File: src/rtl/fetch_ctrl.sv
// Instruction-fetch sequencer: owns PCF and runs a single-outstanding imem request/ready
// handshake, holding fetched words across decode stalls and dropping redirect-stale responses.
module fetch_ctrl #(
  parameter logic [31:0] RESET_PC  = 32'h0000_0000,
  parameter logic [31:0] NOP_INSTR = 32'h0000_0013
) (
  input  logic        clk,
  input  logic        resetn,
  input  logic        StallD,
  input  logic        PCSrcE,
  input  logic [31:0] PCTargetE,
  output logic        imem_valid,
  output logic [31:0] imem_addr,
  input  logic        imem_ready,
  input  logic [31:0] imem_rdata,
  output logic [31:0] PCF,
  output logic [31:0] Instr,
  output logic        InstrValidF,
  output logic        StallF,
  output logic        BubbleD
);

  typedef enum logic [1:0] {
    IDLE    = 2'd0,
    REQ     = 2'd1,
    HOLD    = 2'd2,
    DISCARD = 2'd3
  } state_e;

  state_e      state_q, state_d;
  logic [31:0] pcf_q, pcf_d;
  logic [31:0] hold_instr_q, hold_instr_d;
  logic [31:0] pend_pc_q, pend_pc_d;
  logic [31:0] target_s;
  logic [31:0] pc_inc_s;
  logic        fire_s;
  logic        valid_s;
  logic        deliver_s;

  assign target_s   = PCTargetE & 32'hFFFF_FFFC;
  assign pc_inc_s   = pcf_q + 32'd4;
  assign imem_valid = (state_q == REQ) || (state_q == DISCARD);
  assign imem_addr  = {pcf_q[31:2], 2'b00};
  assign fire_s     = imem_valid & imem_ready;
  assign deliver_s  = valid_s & ~StallD & ~PCSrcE;

  assign PCF         = pcf_q;
  assign InstrValidF = valid_s;
  assign StallF      = ~deliver_s;
  assign BubbleD     = ~valid_s & ~StallD;

  // Next-state, next-PC and offered-instruction logic.
  always_comb begin
    state_d      = state_q;
    pcf_d        = pcf_q;
    hold_instr_d = hold_instr_q;
    pend_pc_d    = pend_pc_q;
    valid_s      = 1'b0;
    Instr        = NOP_INSTR;
    case (state_q)
      IDLE: begin
        state_d = REQ;
        if (PCSrcE) begin
          pcf_d = target_s;
        end else begin
          pcf_d = pcf_q;
        end
      end
      REQ: begin
        if (PCSrcE) begin
          // Redirect wins; an unanswered request must finish at its old address first.
          if (fire_s) begin
            pcf_d = target_s;
          end else begin
            pend_pc_d = target_s;
            state_d   = DISCARD;
          end
        end else if (fire_s) begin
          valid_s = 1'b1;
          Instr   = imem_rdata;
          if (StallD) begin
            hold_instr_d = imem_rdata;
            state_d      = HOLD;
          end else begin
            pcf_d = pc_inc_s;
          end
        end else begin
          state_d = REQ;
        end
      end
      HOLD: begin
        if (PCSrcE) begin
          pcf_d   = target_s;
          state_d = REQ;
        end else begin
          valid_s = 1'b1;
          Instr   = hold_instr_q;
          if (!StallD) begin
            pcf_d   = pc_inc_s;
            state_d = REQ;
          end else begin
            state_d = HOLD;
          end
        end
      end
      DISCARD: begin
        if (fire_s) begin
          pcf_d   = PCSrcE ? target_s : pend_pc_q;
          state_d = REQ;
        end else if (PCSrcE) begin
          pend_pc_d = target_s;
        end else begin
          state_d = DISCARD;
        end
      end
      default: begin
        state_d = IDLE;
      end
    endcase
  end

  // State and datapath registers.
  always_ff @(posedge clk or negedge resetn) begin
    if (!resetn) begin
      state_q      <= IDLE;
      pcf_q        <= RESET_PC;
      hold_instr_q <= NOP_INSTR;
      pend_pc_q    <= 32'h0000_0000;
    end else begin
      state_q      <= state_d;
      pcf_q        <= pcf_d;
      hold_instr_q <= hold_instr_d;
      pend_pc_q    <= pend_pc_d;
    end
  end

endmodule

File: config.mk
export PLATFORM = sky130hd
export DESIGN_NAME = fetch_ctrl
export DESIGN_NICKNAME = d
export VERILOG_FILES = /design/src/rtl/fetch_ctrl.sv
export SDC_FILE = /design/constraint.sdc
export NUM_CORES = 1
export LEC_CHECK = 0
export BUFFER_PORTS_ARGS = -buffer_cell sky130_fd_sc_hd__buf_2
export CAP_MARGIN = 20
export CORE_ASPECT_RATIO = 2
export CORE_UTILIZATION = 58
export CTS_CLUSTER_DIAMETER = 60
export DETAILED_ROUTE_END_ITERATION = 8
export GPL_ROUTABILITY_DRIVEN = 0
export PLACE_DENSITY = 0.88
export SLEW_MARGIN = 25
export SYNTH_ARGS = -nofsm -noshare
export SYNTH_HDL_FRONTEND = slang
export SYNTH_SLANG_ARGS = --single-unit
export TNS_END_PERCENT = 50
File: constraint.sdc
create_clock -name clk -period 5.61 [get_ports clk]
set_input_delay 0.561 -clock clk [delete_from_list [all_inputs] [get_ports clk]]
set_output_delay 0.561 -clock clk [all_outputs]
set_load 0.02 [all_outputs]
* After elaboration in Yosys (flattened, before gate mapping)
Cells that the tools add are included.
Widths: inputs -> output; s select.
** Storage, ports and cells
- Register bits after elaboration :: 98
- Word-level logic and storage cells :: 62
- Bits of input ports :: 69
- Output and inout port bits :: 100
** Cells by class
- Mux-type cells :: 30
- $add $sub $neg :: 1
- Reductions and logical operators :: 7
- Bitwise gates (word level) :: 8
- Equality and inequality tests :: 12
** Operators with widths (count)
- $mux 32 :: 14
- $pmux 32 s2 :: 2
- $pmux 32 s4 :: 1
- $add 32x3->32 const B :: 1
- $mux 2 :: 8
- $ne 2x2->1 const B :: 6
- $ne 3x3->1 const B :: 3
- $pmux 2 s4 :: 1
- $reduce_and 4->1 :: 2
- $reduce_and 3->1 :: 2
- $and 1x1->1 :: 4
- $eq 2x2->1 const B :: 2
- $not 1->1 :: 4
- $mux 1 :: 3
- $eq 2x1->1 const B :: 1
- $logic_not 2->1 :: 1
- $pmux 1 s2 :: 1
- $reduce_bool 2->1 :: 1
- $logic_or 1x1->1 :: 1

* Depth between registers and ports, before layout
Gate-level depths: netlist (run 1).
- Depth in word-level cells :: 9
- Mapped depth :: 10
- Gate-level depth less buffers :: 7

* Least setup slack after synthesis (run 1)
OpenSTA, ideal clock, no wires.
- Path kind :: register -> output
- From :: register state_q[1]
- To :: output Instr[17]
- Arrival time :: 1.900 ns
- Required time :: 5.049 ns
- Cell stages (with the launch flop) :: 9
- Slack :: 3.149 ns
- Path buffers :: 3
- Cells stage by stage :: dfrtp_1 inv_1 ha_1 clkbuf_1 and3_1 clkbuf_1 clkbuf_1 a22oi_1 nor2b_1
** Between the ends
- Cells in the longest elaborated chain, start to end :: 6
- Elaborated cells between the ends (all ways) :: 8
- Those cells by class :: 3 x eq/ne; 3 x mux; 1 x bitwise; 1 x reduce/logical
** RTL lines
- start: declaration :: RTL line 30 : state_e state_q, state_d;
- start signal: assignment :: RTL line 130 : state_q <= state_d;
- $eq 2x1->1 / $eq 2x2->1 (equally long branches) :: RTL line 42, 60
- $logic_or 1x1->1 :: RTL line 42 : assign imem_valid = (state_q == REQ) || (state_q == DISCARD);
- $and 1x1->1 :: RTL line 44 : assign fire_s = imem_valid & imem_ready;
- $mux 32 :: RTL line 78 : end else if (fire_s) begin
- $mux 32 :: RTL line 70 : if (PCSrcE) begin
- $pmux 32 s2 * :: RTL line 60 : case (state_q)
- end: declaration :: RTL line 17 : output logic [31:0] Instr,
Every way passes the cells marked *; elsewhere a longest branch is shown, timed or not.

* Worst setup path in the final report (run 1)
- From :: register state_q[0]
- To :: output Instr[1]
The elaborated chain is that of the path after synthesis.

==> results.cfg, run 1 <==
[route]
drc = 0
totalWireLength_mm = 17.1
route.antenna.remaining_nets = 0
drt_iter0_markers = 479
num_vias = 5691
dr.pass1.iters = 5
via_per_inst = 6.45
wl_per_cell_um = 19.4

[power]
power_frac_comb_pct = 52.2
p_clk_share_pct = 15.5
netSwitchingFraction_pct = 44.5
p_sw_w = 0.00190
intPower_w = 0.00237
peakVddDrop_v = 0.000316
power_frac_seq_pct = 32.3
p_leak_nw = 3.19
power.density_nw_per_um2 = 594

[clock_tree]
cts_resized = 0
clkSlewWorstSetupHoldPaths_ps = 70
clock_latency_ps = 350
clockBufferDepth = 2
cts_tree = yes
cts_buffers = 9
cts.sinks = 98
cts-root-buf = clkbuf_16
h-tree-depth = 3
postCtsHoldBufs = 0
cts_setup_buffers = 0

[setup_path]
critPathCaptureType = output port
start_kind = flip-flop
arrival_ps = 2380
worstPathMaxFanout = 37
worstSetupPathType = reg -> out
cp.required_ps = 5050

[place]
place_ws_ps = 2570
dpl_cell_area_sq_um = 6850
portBuffers = 164
dp_hpwl_mm = 12.1

[die]
placementRows = 53
start_util_pct = 59.4
die-width_um = 75.3
fp.dieH_um = 149
core_sq_um = 10500
dieArea_sq_um = 11200
io_pins = 169

[layout]
final_area_sq_um = 7180
fin_nets = 816
fillers = 851
syn_to_final_growth_pct = 15.3
multiInputGateArea_sq_um = 3300
mostFrequentLayoutCells = buf_2, dfrtp_1, mux2_2
final_common_cell = buf_2
antennaDiodeCount = 0
drive_above_1_share_pct = 37.9
seqCellArea_sq_um = 2460

[timing]
max_clock_freq_ghz = 0.340
rsz0062_at_grt = false
hold_viol_final = 0
layout_setup_ws_ps = 2670
finalSetupTns_ps = 0
finalClockSkew_ps = 7.17
tightest_slew_ps = 946
timing.hold.ws_ps = 220
maxSlewHeadroom_pct = 36.8
fin_crit_sh_pct = 52.5
setup_violations = 0
post-route-min-period_ps = 2940
drv_slew = 0

[grt]
overflow = 0
grt_pass1_vias = 5814
grt_max_degree = 52
antenna_found_initial = 0
grt.total_usage_pct = 32.1
grt_pass1_wl_mm = 27.5

[logic_synthesis]
ys_seq_area_share_pct = 39.4
yosysWarnings = 0
syn_inst = 637
async_flop_share_pct = 100
synth_edf_count = 0
ys_types = 63
ys_ff_latch = 98
netlist_area_sq_um = 6230
synth_ff_type = dfrtp_1
avgSynthCellArea_sq_um = 9.78

[worst_hold_path]
worstHoldPathType = in -> async

[outcome]
status = finished clean

[run]
drv_cap = 0
[cell usage after synthesis, types with 6 or more instances]
library cell | n | area, sq um
nand4_1 | 14 | 87.6
dfrtp_1 | 95 | 2380
nor2b_1 | 42 | 263
mux2_2 | 74 | 833
nand3_1 | 18 | 90.1
a22oi_1 | 34 | 255
inv_1 | 8 | 30.0
a32o_1 | 9 | 90.1
nor3_1 | 9 | 45.0
o31ai_1 | 12 | 90.1
a221o_1 | 6 | 60.1
nand2_1 | 41 | 154
nor2_1 | 26 | 97.6
buf_2 | 10 | 50.1
and3_1 | 10 | 62.6
clkbuf_1 | 38 | 143
buf_4 | 32 | 240
a22o_1 | 8 | 70.1
nand2b_1 | 16 | 100
a221oi_1 | 19 | 166
o21ai_0 | 23 | 115
ha_1 | 6 | 75.1
a21oi_1 | 16 | 80.1
[flip-flops by register name (all words and copies together) (netlist names)]
register and flops:
state_q 2, PCF 32, pend_pc_q 32, hold_instr_q 32
[metal layers]
layer	routed length [um]	GRT usage, %	vias up
met5	0	0	-
met4	1000	20.3	0
met3	955	5.96	78
met2	9290	55.5	272
met1	5850	34.7	2787
li1	-	-	2554
[stage by stage]
step	utilization [%]	power, W	cells
after floorplan	-	0.00305	638
after global routing	68.5	0.00454	883
after global placement	65.4	0.00346	867
after detailed placement	65.4	0.00359	867
after CTS	68.5	0.00425	883
final	68.5	0.00427	883
[critical path, stage by stage, from the launching register on]
cell and delay, ps:
dfrtp_1 400, inv_1 100, ha_1 320, buf_4 330
nand2b_4 300, o21ai_0 260, nand3_1 100, buf_2 190
[path summary, 6_finish.rpt]
check | slack [ps] | cells past startpoint | start | end
max in group asynchronous | 4270 | 2 | resetn | PCF[9]$_DFFE_PN0P_
max reg2reg | 2820 | 8 | state_q[0]$_DFFE_PN0P_ | PCF[31]$_DFFE_PN0P_
min in group clk | 450 | 2 | PCTargetE[11] | pend_pc_q[11]$_DFFE_PN0P_
min reg2reg | 490 | 2 | PCF[0]$_DFFE_PN0P_ | PCF[0]$_DFFE_PN0P_
min | 220 | 1 | resetn | hold_instr_q[16]$_DFFE_PN0P_
max | 2670 | 7 | state_q[0]$_DFFE_PN0P_ | Instr[1]
[cells by family after synthesis]
group	Yosys count	share of synthesized area [%]
simple gates	202	18.0
compound gates	159	19.1
flops	98	39.4
buf+inv	90	7.79
mux	77	13.9
fa+ha+maj	6	1.21
xor+xnor	4	0.563
other cells	1	0.0602
[final cells by class]
type | instances | share of cell area [%]
Multi-Input combinational cell | 450 | 46.0
Sequential cell | 98 | 34.2
Timing Repair Buffer | 174 | 12.5
Clock buffer | 10 | 3.19
Tap cell | 137 | 2.39
Clock inverter | 6 | 1.27
Inverter | 8 | 0.418
[power groups by stage]
stage / sequential [W] / combinational, W / clock [W]
finish: 0.00138 / 0.00223 / 0.000662
global route: 0.00142 / 0.00242 / 0.000702
CTS: 0.00137 / 0.00222 / 0.000670
detailed placement: 0.00138 / 0.00221 / 0
global placement: 0.00134 / 0.00212 / 0
floorplan: 0.00141 / 0.00165 / 0
Power figures use the tool's default switching activity.
==> inputs of run 2 (changes only) <==
--- a/config.mk
+++ b/config.mk
@@ -8,11 +8,11 @@
 export BUFFER_PORTS_ARGS = -buffer_cell sky130_fd_sc_hd__buf_2
 export CAP_MARGIN = 20
 export CORE_ASPECT_RATIO = 2
-export CORE_UTILIZATION = 58
+export CORE_UTILIZATION = 54
 export CTS_CLUSTER_DIAMETER = 60
 export DETAILED_ROUTE_END_ITERATION = 8
 export GPL_ROUTABILITY_DRIVEN = 0
-export PLACE_DENSITY = 0.88
+export PLACE_DENSITY = 0.83
 export SLEW_MARGIN = 25
 export SYNTH_ARGS = -nofsm -noshare
 export SYNTH_HDL_FRONTEND = slang
==> constraint.sdc (replaced) <==
create_clock -name clk -period 3.1 [get_ports clk]
set_input_delay 0.31 -clock clk [delete_from_list [all_inputs] [get_ports clk]]
set_output_delay 0.31 -clock clk [all_outputs]
set_load 0.02 [all_outputs]
==> run 2 against run 1 <==
Non-clock buffer count up 12. Clock skew grew 3.7 ps. Sequential power increased by 80%. Total power rose by 83%. First-iteration DRC count increased by 6.9%. Register-to-register slack worse by 2100 ps. Clock power grew 89%. Core utilization is 4.0 points lower. Routed wire length is essentially flat. Critical path depth unchanged. Via count increased by 0.69%. Final cell count rose by 1.9%.
==> results.cfg, run 2 (synthesis gave the netlist of run 1 again) <==
[power]
power.density_nw_per_um2 = 1070
p_leak_nw = 3.27
p_clk_share_pct = 16.0
p_sw_w = 0.00342
peakVddDrop_v = 0.000688
power_frac_comb_pct = 52.1
intPower_w = 0.00439
power_frac_seq_pct = 31.9
netSwitchingFraction_pct = 43.8

[setup_path]
arrival_ps = 2250
critPathCaptureType = output port
worstSetupPathType = reg -> out
max_stage_delay_ps = 420
cp.buffers_inverters = 3
worstPathMaxFanout = 32
crit_family = buffers and inverters
start_kind = flip-flop
crit_path_cell_trace = inv_1, ha_1, and3_1, buf_4, a22oi_1, nor2b_1, buf_2
crit_slowest_cell = dfrtp_1
cp.required_ps = 2790

[timing]
rsz0062_at_grt = false
maxSlewHeadroom_pct = 54.9
finalSetupTns_ps = 0
post-route-min-period_ps = 2560
max_clock_freq_ghz = 0.390
tightest_slew_ps = 673
timing.hold.ws_ps = 216
drv_slew = 0
setup_violations = 0
fin_crit_sh_pct = 82.7
hold_viol_final = 0
finalClockSkew_ps = 10.9

[clock_tree]
clock_latency_ps = 340
clockBufferDepth = 2
cts_resized = 0
h-tree-depth = 3
clkSlewWorstSetupHoldPaths_ps = 70
cts_buffers = 9
cts_tree = yes
cts.sinks = 98
cts-root-buf = clkbuf_16

[die]
placementRows = 55
io_pins = 169
core_sq_um = 11300
fp.dieH_um = 154
dieArea_sq_um = 12000
die-width_um = 77.9
start_util_pct = 55.2

[route]
via_per_inst = 6.37
num_vias = 5730
dr.pass1.iters = 5
route.antenna.remaining_nets = 0
totalWireLength_mm = 17.1
wl_per_cell_um = 19.0
drt_iter0_markers = 512
drc = 0

[layout]
drive_above_1_share_pct = 38.8
antennaDiodeCount = 0
final_area_sq_um = 7290
fin_nets = 828
syn_to_final_growth_pct = 17.0
mostFrequentLayoutCells = buf_2, dfrtp_1, mux2_2
final_common_cell = buf_2
fillers = 950

[place]
dp_hpwl_mm = 12.2
dpl_cell_area_sq_um = 6940
portBuffers = 164

[grt]
grt.total_usage_pct = 29.4
antenna_found_initial = 0
overflow = 0
grt_pass1_vias = 5855
grt_pass1_wl_mm = 28.0
grt_max_degree = 47

[run]
drv_cap = 0

[outcome]
status = finished clean

[worst_hold_path]
worstHoldPathType = in -> reg
run 2: metal layers:
layer  up-vias  track usage (%)  share of wire (%)
li1       2573                -                  -
met1      2791             31.0                 35
met2       296             53.1                 53
met3        70             5.04                5.9
met4         0             18.0                5.2
met5         -                0                  0
run 2: final timing paths:
path                                         from                            to  slack, ps  depth (start not counted)
min in group asynchronous                  resetn  hold_instr_q[16]$_DFFE_PN0P_        510                          2
max reg2reg                    PCF[6]$_DFFE_PN0P_           PCF[21]$_DFFE_PN0P_        680                          5
min reg2reg                    PCF[1]$_DFFE_PN0P_            PCF[1]$_DFFE_PN0P_        470                          2
min                                imem_rdata[26]  hold_instr_q[26]$_DFFE_PN0P_        220                          2
max                        state_q[1]$_DFFE_PN0P_                     Instr[26]        540                          7
max in group asynchronous                  resetn     pend_pc_q[14]$_DFFE_PN0P_       1780                          3
run 2: repair_timing:
item / 4_1_cts / 5_1_grt
setup buffers: 0 / 0
endpoints found under the setup margin: 0 / 0
hold buffers: 1 / 0
hold endpoints to repair: 23 / 0
run 2: through the flow:
stage	setup slack (ps)	total power, W	std cells	utilization, %
finish	536	0.00781	900	64.6
global route	377	0.00829	900	64.6
CTS	541	0.00780	900	64.6
detailed placement	739	0.00652	883	61.5
global placement	775	0.00631	883	61.5
floorplan	890	0.00552	638	-
run 2: power by group through the flow:
stage               clock network (W)  logic, W  registers [W]
floorplan                           0   0.00298        0.00254
global placement                    0   0.00388        0.00243
detailed placement                  0   0.00403        0.00250
CTS                           0.00127   0.00405        0.00248
global route                  0.00133   0.00439        0.00257
finish                        0.00125   0.00407        0.00249
run 2: cell type report:
class,instances,area [sq um],share of cell area (%)
clock inverter,4,72.6,0.996
clock buffer,12,267,3.66
tap,142,178,2.44
timing repair buffer,186,991,13.6
inverter,8,30.0,0.412
sequential,98,2460,33.7
multi-input combinational,450,3290,45.2
